===== config.mk =====
export PLATFORM = sky130hd
export DESIGN_NAME = mfp_ahb_seg_arbiter_flat
export DESIGN_NICKNAME = d
export VERILOG_FILES = /design/src/rtl/mfp_ahb_seg_arbiter_if.sv /design/src/rtl/mfp_ahb_seg_arbiter.sv /design/src/flat_wrapper.sv
export SDC_FILE = /design/constraint.sdc
export NUM_CORES = 1
export LEC_CHECK = 0
export CORE_UTILIZATION = 35
export DETAILED_ROUTE_END_ITERATION = 10
export PLACE_DENSITY = 0.69
export SETUP_SLACK_MARGIN = 0.1
export SYNTH_ARGS = -nofsm -noshare
export SYNTH_HDL_FRONTEND = slang
export SYNTH_SLANG_ARGS = --single-unit
export TNS_END_PERCENT = 5

===== constraint.sdc =====
create_clock -name HCLK -period 4.45 [get_ports HCLK]
set_input_delay 0.89 -clock HCLK [delete_from_list [all_inputs] [get_ports HCLK]]
set_output_delay 0.89 -clock HCLK [all_outputs]
set_load 0.05 [all_outputs]

===== src/rtl/mfp_ahb_seg_arbiter_if.sv =====
// AHB-Lite segment bus between the segment arbiter (master) and the segment slave.
// Carries only the transfer signals; clock and reset stay plain ports.
interface mfp_ahb_seg_arbiter_if;
    logic [31:0] HADDR;
    logic [1:0]  HTRANS;
    logic        HWRITE;
    logic [2:0]  HSIZE;
    logic [31:0] HWDATA;
    logic        HREADY;
    logic        HRESP;

    modport master (
        output HADDR, HTRANS, HWRITE, HSIZE, HWDATA,
        input  HREADY, HRESP
    );

    modport slave (
        input  HADDR, HTRANS, HWRITE, HSIZE, HWDATA,
        output HREADY, HRESP
    );
endinterface


===== src/rtl/mfp_ahb_seg_arbiter.sv =====
// Round-robin arbiter sharing the 7-segment register set between two requesters;
// writes only the changed EN/MSB/LSB/DP registers with single non-pipelined AHB-Lite writes.
module mfp_ahb_seg_arbiter #(
    parameter logic [31:0] SEG_BASE  = 32'h1F70_0000,
    parameter logic [3:0]  OFF_EN    = 4'h0,
    parameter logic [3:0]  OFF_MSB   = 4'h4,
    parameter logic [3:0]  OFF_LSB   = 4'h8,
    parameter logic [3:0]  OFF_DP    = 4'hC,
    parameter bit          FORCE_ALL = 1'b0
) (
    input  logic        HCLK,
    input  logic        HRESET,
    input  logic        req0,
    input  logic        req1,
    input  logic [7:0]  en0,
    input  logic [7:0]  en1,
    input  logic [63:0] dig0,
    input  logic [63:0] dig1,
    input  logic [7:0]  dp0,
    input  logic [7:0]  dp1,
    output logic        ack0,
    output logic        ack1,
    output logic        err,
    output logic        busy,
    mfp_ahb_seg_arbiter_if.master ahb
);

    localparam int unsigned AW = 32;
    localparam int unsigned DW = 32;
    localparam int unsigned EW = 8;
    localparam int unsigned GW = 64;
    localparam int unsigned NR = 4;

    localparam logic [1:0] HTRANS_IDLE   = 2'b00;
    localparam logic [1:0] HTRANS_NONSEQ = 2'b10;
    localparam logic [2:0] HSIZE_WORD    = 3'b010;

    localparam logic [1:0] IDX_EN  = 2'd0;
    localparam logic [1:0] IDX_MSB = 2'd1;
    localparam logic [1:0] IDX_LSB = 2'd2;
    localparam logic [1:0] IDX_DP  = 2'd3;

    typedef enum logic [1:0] {IDLE, ADDR, DATA, DONE} state_t;

    typedef struct packed {
        logic [EW-1:0] en;
        logic [GW-1:0] dig;
        logic [EW-1:0] dp;
    } seg_img_t;

    // Shadow reset value matches the slave's register reset values.
    localparam seg_img_t SH_RESET = '{en: 8'hFF, dig: 64'h0, dp: 8'hFF};

    state_t        state_q, state_d;
    seg_img_t      img_q, img_d;
    seg_img_t      sh_q, sh_d;
    logic [NR-1:0] dirty_q, dirty_d;
    logic          gnt_q, gnt_d;
    logic          last_q, last_d;
    logic          err_flag_q, err_flag_d;
    logic [AW-1:0] haddr_q, haddr_d;
    logic [1:0]    htrans_q, htrans_d;
    logic          hwrite_q, hwrite_d;
    logic [DW-1:0] hwdata_q, hwdata_d;
    logic          ack0_d, ack1_d, err_d, busy_d;
    logic          gnt_new;
    logic [1:0]    sel_cur, sel_nxt;

    // Lowest set dirty bit gives the fixed EN, MSB, LSB, DP service order.
    function automatic logic [1:0] first_dirty(input logic [NR-1:0] d);
        first_dirty = IDX_EN;
        for (int i = NR - 1; i >= 0; i--) begin
            if (d[i]) first_dirty = 2'(i);
        end
    endfunction

    function automatic logic [3:0] reg_offset(input logic [1:0] s);
        case (s)
            IDX_EN:  reg_offset = OFF_EN;
            IDX_MSB: reg_offset = OFF_MSB;
            IDX_LSB: reg_offset = OFF_LSB;
            default: reg_offset = OFF_DP;
        endcase
    endfunction

    function automatic logic [DW-1:0] reg_value(input seg_img_t im, input logic [1:0] s);
        case (s)
            IDX_EN:  reg_value = DW'(im.en);
            IDX_MSB: reg_value = im.dig[GW-1:DW];
            IDX_LSB: reg_value = im.dig[DW-1:0];
            default: reg_value = DW'(im.dp);
        endcase
    endfunction

    always_ff @(posedge HCLK) begin
        if (HRESET) begin
            state_q    <= IDLE;
            img_q      <= '0;
            sh_q       <= SH_RESET;
            dirty_q    <= '0;
            gnt_q      <= 1'b0;
            last_q     <= 1'b1;
            err_flag_q <= 1'b0;
            haddr_q    <= '0;
            htrans_q   <= HTRANS_IDLE;
            hwrite_q   <= 1'b0;
            hwdata_q   <= '0;
            ack0       <= 1'b0;
            ack1       <= 1'b0;
            err        <= 1'b0;
            busy       <= 1'b0;
        end else begin
            state_q    <= state_d;
            img_q      <= img_d;
            sh_q       <= sh_d;
            dirty_q    <= dirty_d;
            gnt_q      <= gnt_d;
            last_q     <= last_d;
            err_flag_q <= err_flag_d;
            haddr_q    <= haddr_d;
            htrans_q   <= htrans_d;
            hwrite_q   <= hwrite_d;
            hwdata_q   <= hwdata_d;
            ack0       <= ack0_d;
            ack1       <= ack1_d;
            err        <= err_d;
            busy       <= busy_d;
        end
    end

    always_comb begin
        state_d    = state_q;
        img_d      = img_q;
        sh_d       = sh_q;
        dirty_d    = dirty_q;
        gnt_d      = gnt_q;
        last_d     = last_q;
        err_flag_d = err_flag_q;
        haddr_d    = haddr_q;
        hwdata_d   = hwdata_q;
        htrans_d   = HTRANS_IDLE;
        hwrite_d   = 1'b0;
        ack0_d     = 1'b0;
        ack1_d     = 1'b0;
        err_d      = 1'b0;
        gnt_new    = last_q;
        sel_cur    = first_dirty(dirty_q);

        case (state_q)
            IDLE: begin
                if (req0 || req1) begin
                    gnt_new = (req0 && req1) ? ~last_q : req1;
                    gnt_d   = gnt_new;
                    last_d  = gnt_new;
                    img_d   = gnt_new ? seg_img_t'({en1, dig1, dp1})
                                      : seg_img_t'({en0, dig0, dp0});
                    if (FORCE_ALL) begin
                        dirty_d = '1;
                    end else begin
                        dirty_d = {img_d.dp != sh_q.dp,
                                   img_d.dig[DW-1:0] != sh_q.dig[DW-1:0],
                                   img_d.dig[GW-1:DW] != sh_q.dig[GW-1:DW],
                                   img_d.en != sh_q.en};
                    end
                    state_d = (dirty_d != '0) ? ADDR : DONE;
                end
            end
            ADDR: begin
                if (ahb.HREADY) state_d = DATA;
            end
            DATA: begin
                if (ahb.HREADY) begin
                    if (!ahb.HRESP) begin
                        case (sel_cur)
                            IDX_EN:  sh_d.en            = img_q.en;
                            IDX_MSB: sh_d.dig[GW-1:DW]  = img_q.dig[GW-1:DW];
                            IDX_LSB: sh_d.dig[DW-1:0]   = img_q.dig[DW-1:0];
                            default: sh_d.dp            = img_q.dp;
                        endcase
                        dirty_d[sel_cur] = 1'b0;
                        state_d = (dirty_d != '0) ? ADDR : DONE;
                    end else begin
                        err_flag_d = 1'b1;
                        dirty_d    = '0;
                        state_d    = DONE;
                    end
                end
            end
            DONE: begin
                err_flag_d = 1'b0;
                state_d    = IDLE;
            end
            default: state_d = IDLE;
        endcase

        // Bus outputs are registered, so they are derived from the state being entered.
        sel_nxt = first_dirty(dirty_d);
        if (state_d == ADDR) begin
            htrans_d = HTRANS_NONSEQ;
            hwrite_d = 1'b1;
            haddr_d  = SEG_BASE + AW'(reg_offset(sel_nxt));
        end
        if (state_d == DATA) hwdata_d = reg_value(img_d, sel_nxt);
        if (state_d == DONE) begin
            ack0_d = ~gnt_d;
            ack1_d = gnt_d;
            err_d  = err_flag_d;
        end
        busy_d = (state_d != IDLE);
    end

    assign ahb.HADDR  = haddr_q;
    assign ahb.HTRANS = htrans_q;
    assign ahb.HWRITE = hwrite_q;
    assign ahb.HSIZE  = HSIZE_WORD;
    assign ahb.HWDATA = hwdata_q;

endmodule

===== src/flat_wrapper.sv =====
// flat-port wrapper written by rule: the top's interface ports become plain ports
module mfp_ahb_seg_arbiter_flat 
#(
    parameter logic [31:0] SEG_BASE  = 32'h1F70_0000,
    parameter logic [3:0]  OFF_EN    = 4'h0,
    parameter logic [3:0]  OFF_MSB   = 4'h4,
    parameter logic [3:0]  OFF_LSB   = 4'h8,
    parameter logic [3:0]  OFF_DP    = 4'hC,
    parameter bit          FORCE_ALL = 1'b0
)
  (HCLK, HRESET, req0, req1, en0, en1, dig0, dig1, dp0, dp1, ack0, ack1, err, busy, ahb_HADDR, ahb_HTRANS, ahb_HWRITE, ahb_HSIZE, ahb_HWDATA, ahb_HREADY, ahb_HRESP);
  mfp_ahb_seg_arbiter_if ahb_i ();
  input  logic HCLK;
  input  logic HRESET;
  input  logic req0;
  input  logic req1;
  input  logic [7:0] en0;
  input  logic [7:0] en1;
  input  logic [63:0] dig0;
  input  logic [63:0] dig1;
  input  logic [7:0] dp0;
  input  logic [7:0] dp1;
  output logic ack0;
  output logic ack1;
  output logic err;
  output logic busy;
  output wire logic [$bits(ahb_i.HADDR)-1:0] ahb_HADDR;
  output wire logic [$bits(ahb_i.HTRANS)-1:0] ahb_HTRANS;
  output wire logic [$bits(ahb_i.HWRITE)-1:0] ahb_HWRITE;
  output wire logic [$bits(ahb_i.HSIZE)-1:0] ahb_HSIZE;
  output wire logic [$bits(ahb_i.HWDATA)-1:0] ahb_HWDATA;
  input wire logic [$bits(ahb_i.HREADY)-1:0] ahb_HREADY;
  input wire logic [$bits(ahb_i.HRESP)-1:0] ahb_HRESP;
  assign ahb_HADDR = ahb_i.HADDR;
  assign ahb_HTRANS = ahb_i.HTRANS;
  assign ahb_HWRITE = ahb_i.HWRITE;
  assign ahb_HSIZE = ahb_i.HSIZE;
  assign ahb_HWDATA = ahb_i.HWDATA;
  assign ahb_i.HREADY = ahb_HREADY;
  assign ahb_i.HRESP = ahb_HRESP;
  mfp_ahb_seg_arbiter #(.SEG_BASE(SEG_BASE), .OFF_EN(OFF_EN), .OFF_MSB(OFF_MSB), .OFF_LSB(OFF_LSB), .OFF_DP(OFF_DP), .FORCE_ALL(FORCE_ALL)) u_core (.HCLK(HCLK), .HRESET(HRESET), .req0(req0), .req1(req1), .en0(en0), .en1(en1), .dig0(dig0), .dig1(dig1), .dp0(dp0), .dp1(dp1), .ack0(ack0), .ack1(ack1), .err(err), .busy(busy), .ahb(ahb_i));
endmodule

# Word-level counts from Yosys, hierarchy flattened
# Index checks and enable logic that the tools add are counted.
[op_classes]
addsub = 1
magnitude_cmp = 2
n_eq_ne = 14
mux = 37
bitwise_logic = 7
reduce_logical = 16
[ops]
columns = ["operator", "count"]
rows = [
  ["80-bit 2-to-1 mux", 3],
  ["32-bit case mux with 3 select lines", 1],
  ["32-bit inequality test", 2],
  ["29-bit by 4-bit adder with 30-bit output, first input constant", 1],
  ["2-bit 2-to-1 mux", 15],
  ["4-bit 2-to-1 mux", 6],
  ["8-bit inequality test", 2],
  ["4-bit AND reduction", 4],
  ["2-bit == test, second input constant", 6],
  ["4-bit case mux with 3 select lines", 1],
  ["2-bit by 1-bit == test with 1-bit output, second input constant", 4],
  ["2-bit case mux with 4 select lines", 1],
  ["4-bit case mux with 2 select lines", 1],
  ["4-bit nonzero test", 2],
  ["1-bit 2-to-1 mux", 7],
  ["2-bit zero test", 3],
  ["1-bit NOT", 5],
  ["4-bit bitwise AND", 1],
  ["4-bit NOT", 1],
  ["2-bit by 3-bit less-than comparator with 1-bit output, second input constant", 1],
  ["3-bit OR reduction", 1],
  ["1-bit demux with 2-bit select", 1],
  ["2-bit by 1-bit >= comparator with 1-bit output, second input constant", 1],
  ["1-bit logical AND", 2],
  ["other kinds (5)", 5],
]
[word_totals]
ff_bits = 240
in_bits = 166
out_inout_bits = 74
elab_cells = 97

# Logic depth before layout (Yosys ltp)
# Gate-level depths: netlist of the first run.
[depth]
ltp_word = 21
ltp_mapped = 15
ltp_nobuf = 9

# Worst setup path after synthesis of the first run
# Ideal clock, no wire load.
[synth_path]
path_type = "input-to-reg"
from = "input req0"
to = "register u_core.hwdata_q[7], in the netlist u_core.ahb.HWDATA[7]"
t_arrival_ns = 3.476
slack_ns = 0.914
cell_stages = 12
path_buffers = 3
cell_sequence = "buf_6 > a21boi_4 > buf_6 > buf_8 > mux2i_1 > o2bb2ai_1 > nor4_1 > nand4_1 > or4_1 > a211o_1 > a21oi_1 > o31a_1"
[synth_between]
elab_chain_cells = 14
word_cells_on_any_way = 27
classes_between = "7 x eq/ne; 16 x mux; 4 x reduce/logical"
[synth_rtl]
columns = ["item", "line", "rtl"]
rows = [
  ["start: declaration", "flat_wrapper.sv:15", "input logic req0;"],
  ["1-bit logical AND", "mfp_ahb_seg_arbiter.sv:152", "gnt_new = (req0 && req1) ? ~last_q : req1;"],
  ["1-bit 2-to-1 mux", "mfp_ahb_seg_arbiter.sv:152", ""],
  ["80-bit 2-to-1 mux", "mfp_ahb_seg_arbiter.sv:155", "img_d = gnt_new ? seg_img_t'({en1, dig1, dp1})"],
  ["8-bit inequality test", "mfp_ahb_seg_arbiter.sv:160", "dirty_d = {img_d.dp != sh_q.dp,"],
  ["4-bit 2-to-1 mux", "mfp_ahb_seg_arbiter.sv:151", "if (req0 || req1) begin"],
  ["4-bit 2-to-1 mux", "mfp_ahb_seg_arbiter.sv:149", "case (state_q)"],
  ["4-bit 2-to-1 mux", "mfp_ahb_seg_arbiter.sv:151", ""],
  ["4-bit case mux with 2 select lines", "mfp_ahb_seg_arbiter.sv:149", ""],
  ["2-bit 2-to-1 mux (4 in series)", "mfp_ahb_seg_arbiter.sv:73", "if (d[i]) first_dirty = 2'(i);"],
  ["2-bit == test, or another cell as far along", "mfp_ahb_seg_arbiter.sv:87", "case (s)"],
  ["32-bit case mux with 3 select lines", "mfp_ahb_seg_arbiter.sv:87", ""],
  ["end signal: assignment", "mfp_ahb_seg_arbiter.sv:123", "hwdata_q <= hwdata_d;"],
  ["end: declaration", "mfp_ahb_seg_arbiter.sv:64", "logic [DW-1:0] hwdata_q, hwdata_d;"],
]
# Parallel ways exist; a longest one is shown, timed or not. The select of a mux whose other input is x is not followed.
# A chain may end at the register's enable or synchronous reset.

# Worst setup path in the final report of the first run
[layout_path]
from = "input req1"
to = "register u_core.hwdata_q[0], in the netlist u_core.ahb.HWDATA[0]"
[layout_between]
elab_chain_cells = 14
word_cells_on_any_way = 27
classes_between = "7 x eq/ne; 16 x mux; 4 x reduce/logical"
[layout_rtl]
columns = ["item", "line", "rtl"]
rows = [
  ["start: declaration", "flat_wrapper.sv:16", "input logic req1;"],
  ["1-bit logical AND", "mfp_ahb_seg_arbiter.sv:152", ""],
  ["1-bit 2-to-1 mux", "mfp_ahb_seg_arbiter.sv:152", ""],
  ["80-bit 2-to-1 mux", "mfp_ahb_seg_arbiter.sv:155", ""],
  ["8-bit inequality test", "mfp_ahb_seg_arbiter.sv:160", ""],
  ["4-bit 2-to-1 mux", "mfp_ahb_seg_arbiter.sv:151", ""],
  ["4-bit 2-to-1 mux", "mfp_ahb_seg_arbiter.sv:149", ""],
  ["4-bit 2-to-1 mux", "mfp_ahb_seg_arbiter.sv:151", ""],
  ["4-bit case mux with 2 select lines", "mfp_ahb_seg_arbiter.sv:149", ""],
  ["2-bit 2-to-1 mux (4 in series)", "mfp_ahb_seg_arbiter.sv:73", ""],
  ["2-bit == test, or another cell as far along", "mfp_ahb_seg_arbiter.sv:87", ""],
  ["32-bit case mux with 3 select lines", "mfp_ahb_seg_arbiter.sv:87", ""],
]
# Parallel ways exist; a longest one is shown, timed or not. The select of a mux whose other input is x is not followed.

==> results of run 1 <==
-- cells in the final DEF, fill, tap and decap left out, types with 7 or more instances in the layout --
cell type and instances:
o221ai_1 14, xnor2_1 28, a31oi_1 26, o31a_1 8
mux2i_1 47, inv_1 64, clkdlybuf4s50_1 212, buf_4 63
xor2_1 25, o2bb2ai_1 8, nand3_1 13, nand2_1 247
nor4_1 8, nor2b_1 11, buf_12 8, clkbuf_16 25
nor2_1 129, o21ai_0 63, nand2b_1 46, and2_1 33
nor3_1 10, o211ai_1 14, conb_1 26, clkbuf_8 7
dfxtp_1 209, o22ai_1 30, a21oi_1 183, nand4_1 13
-- how the worst max path moves through the flow --
| stage | slack, ns | endpoint | startpoint | cells after the start |
|---|---|---|---|---|
| after floorplan | 0.91 | u_core.ahb.HWDATA[7] | req0 | 12 |
| after global placement | 0.02 | u_core.ahb.HWDATA[3] | req1 | 10 |
| after detailed placement | 0.03 | u_core.ahb.HWDATA[5] | req1 | 10 |
| after CTS | 0.55 | u_core.ahb.HWDATA[0] | req1 | 10 |
| after global routing | 0.23 | u_core.ahb.HWDATA[4] | req1 | 10 |
| final | 0.50 | u_core.ahb.HWDATA[0] | req1 | 11 |
-- through the flow --
stage               utilization  area [um2]
CTS                       0.471       14500
global route              0.471       14500
floorplan                     -       11000
detailed placement        0.444       13600
finish                    0.471       14500
global placement          0.444       13600
-- logic make-up (layout without fill, tap and decap cells) --
kind of cell,count (synthesis),count (layout)
other,2,26
XOR/XNOR,53,53
adder cells (fa/ha/maj),1,1
buffers and inverters,190,391
AO/OA/AOI/OAI,407,407
flip-flops,209,209
AND/OR/NAND/NOR,534,534
multiplexers,48,48
-- tightest hold or removal path, cell delays in order (launching register included) --
cell and delay [ns]:
dfxtp_1 0.30, nand2_1 0.05, a21oi_1 0.05
-- area by class of cell --
type,instances,area (um2),share of cell area
inverters,65,244,0.0169
flip-flops and latches,209,4180,0.289
well taps,396,495,0.0343
multi-input cells,1069,5950,0.411
clock inverters,7,95.1,0.00658
clock buffers,36,737,0.0510
repair buffers,283,2760,0.191
-- where the power goes --
group          switching [mW]  total (mW)  internal [mW]
Combinational           0.782        1.28          0.497
Clock                   0.820        2.08           1.26
Sequential             0.0843        2.08           1.99
-- metal layers --
layer | vias to the layer above | routed length [um] | part of all wire | GRT usage
li1 | 5335 | - | - | -
met1 | 5208 | 17600 | 0.45 | 0.337
met2 | 544 | 17200 | 0.44 | 0.373
met3 | 56 | 3270 | 0.084 | 0.0352
met4 | 0 | 788 | 0.020 | 0.0646
met5 | - | 0 | 0 | 0
-- flip-flops by register name, indices dropped and copies added, names as in the netlist --
name and count:
u_core.img_q 80, u_core.sh_q 80, u_core.ahb.HWDATA 32, u_core.dirty_q 4
u_core.ahb.HADDR 3, u_core.state_q 2, u_core.ack0 1, u_core.ack1 1
u_core.ahb.HWRITE 1, u_core.busy 1, u_core.err 1, u_core.err_flag_q 1
u_core.gnt_q 1, u_core.last_q 1
==> results.py, run 1 <==
metrics = {
    "worst_setup_path": {
        "cp_top_family": "compound AO/OA/AOI/OAI gates",
        "worstPathCellList": "clkdlybuf4s50_1, a21boi_4, buf_12, mux2i_1, o2bb2ai_1, nor4_1, nand4_1, or4_1, a211o_1, a21oi_1, o31a_1",
        "worst-path-buf-inv": 2,
        "crit_fanout": 16,
        "cpMaxStageDelayCell": "or4_1",
        "cp-end-kind": "flip-flop",
        "r2r_cells": 9,
        "arrival_ns": 4.42,
        "crit_type": "input port to flip-flop",
        "critical_path.startpoint_type": "input port",
        "required_ns": 4.91,
        "r2r-end": "u_core.ahb.HWDATA[3]",
        "slowest_delay_ns": 0.56,
        "regToRegSetupSlack_ns": 0.95,
        "worstReg2RegStart": "u_core.last_q",
    },
    "layout": {
        "drive_gt1_frac": 0.0743,
        "final_cells": 2065,
        "nets": 1819,
        "area_growth_pct": 32.4,
        "antenna_cells": 0,
        "nFillCells": 2987,
    },
    "floorplan": {
        "die_area_um2": 31900,
        "dieWidth_um": 179,
        "io_pins": 240,
        "rows": 64,
        "initial_core_util": 0.356,
        "fp.coreArea_um2": 30700,
        "die_h_um": 179,
    },
    "yosys": {
        "async_flop_share": 0,
        "synth_area_leaders": "dfxtp_1 (38%), nand2_1 (8.5%), a21oi_1 (8.4%), nor2_1 (4.4%), mux2i_1 (4.3%)",
        "synth-compound-area-share": 0.227,
        "synth_cells": 1444,
        "synth-seq-area-share": 0.383,
        "post-synth-top-count-cell": "nand2_1",
        "ys_ff_latch": 209,
        "ys_warn_count": 0,
        "synth-simple-area-share": 0.219,
        "yosys.area_share.adder": 0.000916,
        "synth_common_cells": "nand2_1 (247), dfxtp_1 (209), a21oi_1 (183), nor2_1 (129), clkbuf_1 (72)",
        "synth_cell_types": 69,
        "synth_area_um2": 10900,
        "synth-xor-area-share": 0.0425,
        "yosys_most_used_dff": "dfxtp_1",
        "synth_enable_flop_cells": 0,
        "synth.avg_cell_area_um2": 7.57,
        "synth_top_family_by_area": "compound AO/OA/AOI/OAI gates",
        "netlist.area_leader.share": 0.383,
        "muxShareOfSynthArea": 0.0441,
        "yosys.area.top_type": "dfxtp_1",
    },
    "timing": {
        "setup_ws_ns": 0.496,
        "setup_viol": 0,
        "fmax_mhz": 253,
        "slew_headroom": 0.309,
        "period_needed_ns": 3.95,
        "tightest_slew_ns": 1.03,
        "fin_hold_ws_ns": 0.445,
        "hold_violations": 0,
        "slew_viol_final": 0,
        "fin_worst_skew_ns": 0.0243,
        "rsz0062_at_grt": "no",
        "finalSetupTns_ns": 0,
        "finalCritPeriodShare": 0.889,
    },
    "hold_path": {
        "min_path_cells": 2,
        "hold_class": "flip-flop to flip-flop",
        "min-delay-start": "u_core.img_q[65]",
        "worst_hold_path.endpoint": "u_core.sh_q[65]",
    },
    "clock_network": {
        "cts_made_buffers": 25,
        "htree_num_levels": 1,
        "clk_latency_ns": 0.54,
        "clk_pin_slew_ns": 0.06,
        "cts-resized-gates": 0,
        "cts_sinks": 209,
        "max-clock-path-buffers": 3,
        "cts_tree": "built",
        "postCtsSetupBuffers": 0,
        "cts-root-buf": "clkbuf_16",
        "holdBufCountCts": 0,
    },
    "status": {
        "status": "finished, final reports clean",
    },
    "detailed_routing": {
        "drtIter0Drc": 1187,
        "drc_errors": 0,
        "postRouteAntennaNets": 0,
        "wire_per_inst_um": 18.8,
        "drt_first_pass_iters": 6,
        "wl_mm": 38.9,
        "dr_total_vias": 11100,
        "via_per_inst": 5.40,
    },
    "global_routing": {
        "grt_usage": 0.238,
        "grt_pass1_vias": 10500,
        "antenna_found_initial": 0,
        "grt_pass1_wl_mm": 58.5,
        "grt.overflow.total": 0,
        "grt_max_degree": 67,
    },
    "placed_design": {
        "place_inst": 2022,
        "place_hpwl_mm": 29.4,
        "place_ws_ns": 0.0275,
        "place_congestion": 0.977,
        "port_buffers": 213,
    },
    "flow_run": {
        "drv_cap": 0,
    },
    "pwr": {
        "finalPower_mw": 5.44,
        "peakVddDrop_mv": 0.272,
        "leakage_nw": 5.58,
        "powerDensity_nw_per_um2": 376,
    },
}
Note: power is estimated with default switching activity, not from simulation.
==> run 2: changes to the inputs <==
- CTS_CLUSTER_SIZE: not set -> 24
- TNS_END_PERCENT: 5 -> 30
==> results of run 2 <==
Final layout, timing and power as in run 1 (identical DEF).
==> run 3: changes to the inputs <==
- CORE_MARGIN: not set -> 2
- SKIP_CTS_REPAIR_TIMING: not set -> 1
==> run 3 against run 2 <==
  * Clock skew down 0.017 ns
  * Flip-flop and latch count unchanged
  * Final area down 0.21%
  * Global-route usage down 0.76 points
  * Sequential share of layout area up 0.060 points
  * Die area up 2.3%
  * Fmax down 2.8%
  * Worst setup slack worse by 0.11 ns
  * Register-to-register slack worse by 0.06 ns
  * Clock power down 6%
  * Sequential power about the same
==> results.py, run 3 (same netlist as run 1, synthesis figures left out) <==
metrics = {
    "pwr": {
        "clockPowerShare": 0.368,
        "p_int_mw": 3.67,
        "seqPwrFrac": 0.391,
        "p_sw_mw": 1.65,
        "p_sw_frac": 0.310,
        "powerDensity_nw_per_um2": 368,
        "peakVddDrop_mv": 0.209,
        "pwr-share-comb": 0.241,
        "finalPower_mw": 5.31,
        "leakage_nw": 5.59,
    },
    "worst_setup_path": {
        "cp-end-kind": "flip-flop",
        "critical_path.startpoint_type": "input port",
        "arrival_ns": 4.53,
        "required_ns": 4.91,
        "r2r_cells": 10,
        "crit_fanout": 13,
        "crit_type": "input port to flip-flop",
    },
    "timing": {
        "rsz0062_at_grt": "no",
        "setup_viol": 0,
        "fmax_mhz": 246,
        "slew_headroom": 0.337,
        "finalCritPeriodShare": 0.914,
        "finalSetupTns_ns": 0,
        "fin_worst_skew_ns": 0.00709,
        "hold_violations": 0,
        "period_needed_ns": 4.07,
        "setup_ws_ns": 0.383,
        "slew_viol_final": 0,
        "tightest_slew_ns": 0.988,
    },
    "layout": {
        "antenna_cells": 0,
        "layout_common_cells": "nand2_1 (247), clkdlybuf4s50_1 (212), dfxtp_1 (209), a21oi_1 (183), nor2_1 (129)",
        "final_common_cell": "nand2_1",
        "drive_gt1_frac": 0.0788,
        "nets": 1828,
        "area_growth_pct": 32.1,
        "stdcell_area_um2": 14400,
    },
    "detailed_routing": {
        "drtIter0Drc": 984,
        "wl_mm": 39.4,
        "dr_total_vias": 11100,
        "wire_per_inst_um": 19.0,
        "postRouteAntennaNets": 0,
        "drc_errors": 0,
        "drt_first_pass_iters": 5,
        "via_per_inst": 5.35,
    },
    "placed_design": {
        "place_ws_ns": -0.0882,
        "port_buffers": 213,
        "place_congestion": 0.910,
        "place_hpwl_mm": 30.3,
        "placed_cell_area_um2": 13700,
    },
    "floorplan": {
        "die_h_um": 181,
        "initial_core_util": 0.356,
        "io_pins": 240,
        "fp.coreArea_um2": 30700,
        "rows": 64,
        "dieWidth_um": 181,
        "die_area_um2": 32600,
    },
    "global_routing": {
        "grt_pass1_vias": 10600,
        "antenna_found_initial": 0,
        "grt.overflow.total": 0,
        "grt_usage": 0.230,
        "grt_max_degree": 91,
        "grt_pass1_wl_mm": 60.1,
    },
    "clock_network": {
        "cts_tree": "built",
        "cts-root-buf": "clkbuf_16",
        "clk_latency_ns": 0.52,
        "htree_num_levels": 1,
        "cts_made_buffers": 24,
        "max-clock-path-buffers": 3,
        "clk_pin_slew_ns": 0.06,
        "cts_sinks": 209,
    },
    "hold_path": {
        "min_path_cells": 2,
        "hold_class": "flip-flop to flip-flop",
    },
    "flow_run": {
        "drv_cap": 0,
    },
    "status": {
        "status": "finished, final reports clean",
    },
}
[run 3: power groups by stage]
stage | logic, mW | clock network [mW] | registers (mW)
finish | 1.28 | 1.96 | 2.08
global route | 1.36 | 2.07 | 2.09
CTS | 1.27 | 1.99 | 2.07
detailed placement | 1.26 | 0 | 2.11
global placement | 1.26 | 0 | 2.11
floorplan | 0.641 | 0 | 2.20
[run 3: critical path, cell delays in order]
cell             delay (ns)
clkdlybuf4s50_1        0.51
a21boi_4               0.53
buf_4                  0.33
mux2i_1                0.32
o22ai_1                0.11
nor4_1                 0.26
nand4_1                0.25
or4_1                  0.56
a211o_1                0.41
o22ai_1                0.20
o31a_1                 0.14
[run 3: cell type report]
type	count	area [um2]
multi-input cells	1069	5950
clock buffers	30	674
flip-flops and latches	209	4180
well taps	396	495
inverters	65	244
clock inverters	9	103
repair buffers	293	2780
fillers	3038	16200
[run 3: layer usage]
metal / global-route usage / up-vias / share of wire / wire length (um)
met5: 0 / - / 0 / 0
met4: 0.0452 / 0 / 0.016 / 620
met3: 0.0277 / 45 / 0.070 / 2780
met2: 0.359 / 446 / 0.44 / 17300
met1: 0.341 / 5249 / 0.47 / 18700
li1: - / 5345 / - / -
[run 3: path summary, 6_finish.rpt]
| kind | slack [ns] | endpoint | from |
|---|---|---|---|
| worst min-delay path | 0.45 | u_core.sh_q[61] | u_core.img_q[61] |
| worst max-delay path | 0.38 | u_core.ahb.HWDATA[4] | req1 |
| worst min register to register | 0.45 | u_core.sh_q[61] | u_core.img_q[61] |
| worst max register to register | 0.89 | u_core.ahb.HWDATA[4] | u_core.last_q |
[run 3: stage by stage]
step | hold slack [ns] | util | instances
6_report | 0.449 | 0.471 | 2071
5_1_grt | 0.461 | 0.471 | 2071
4_1_cts | 0.447 | 0.471 | 2071
3_5_place_dp | 0.439 | 0.445 | 2032
3_3_place_gp | 0.436 | 0.445 | 2032
2_1_floorplan | 0.429 | - | 1468
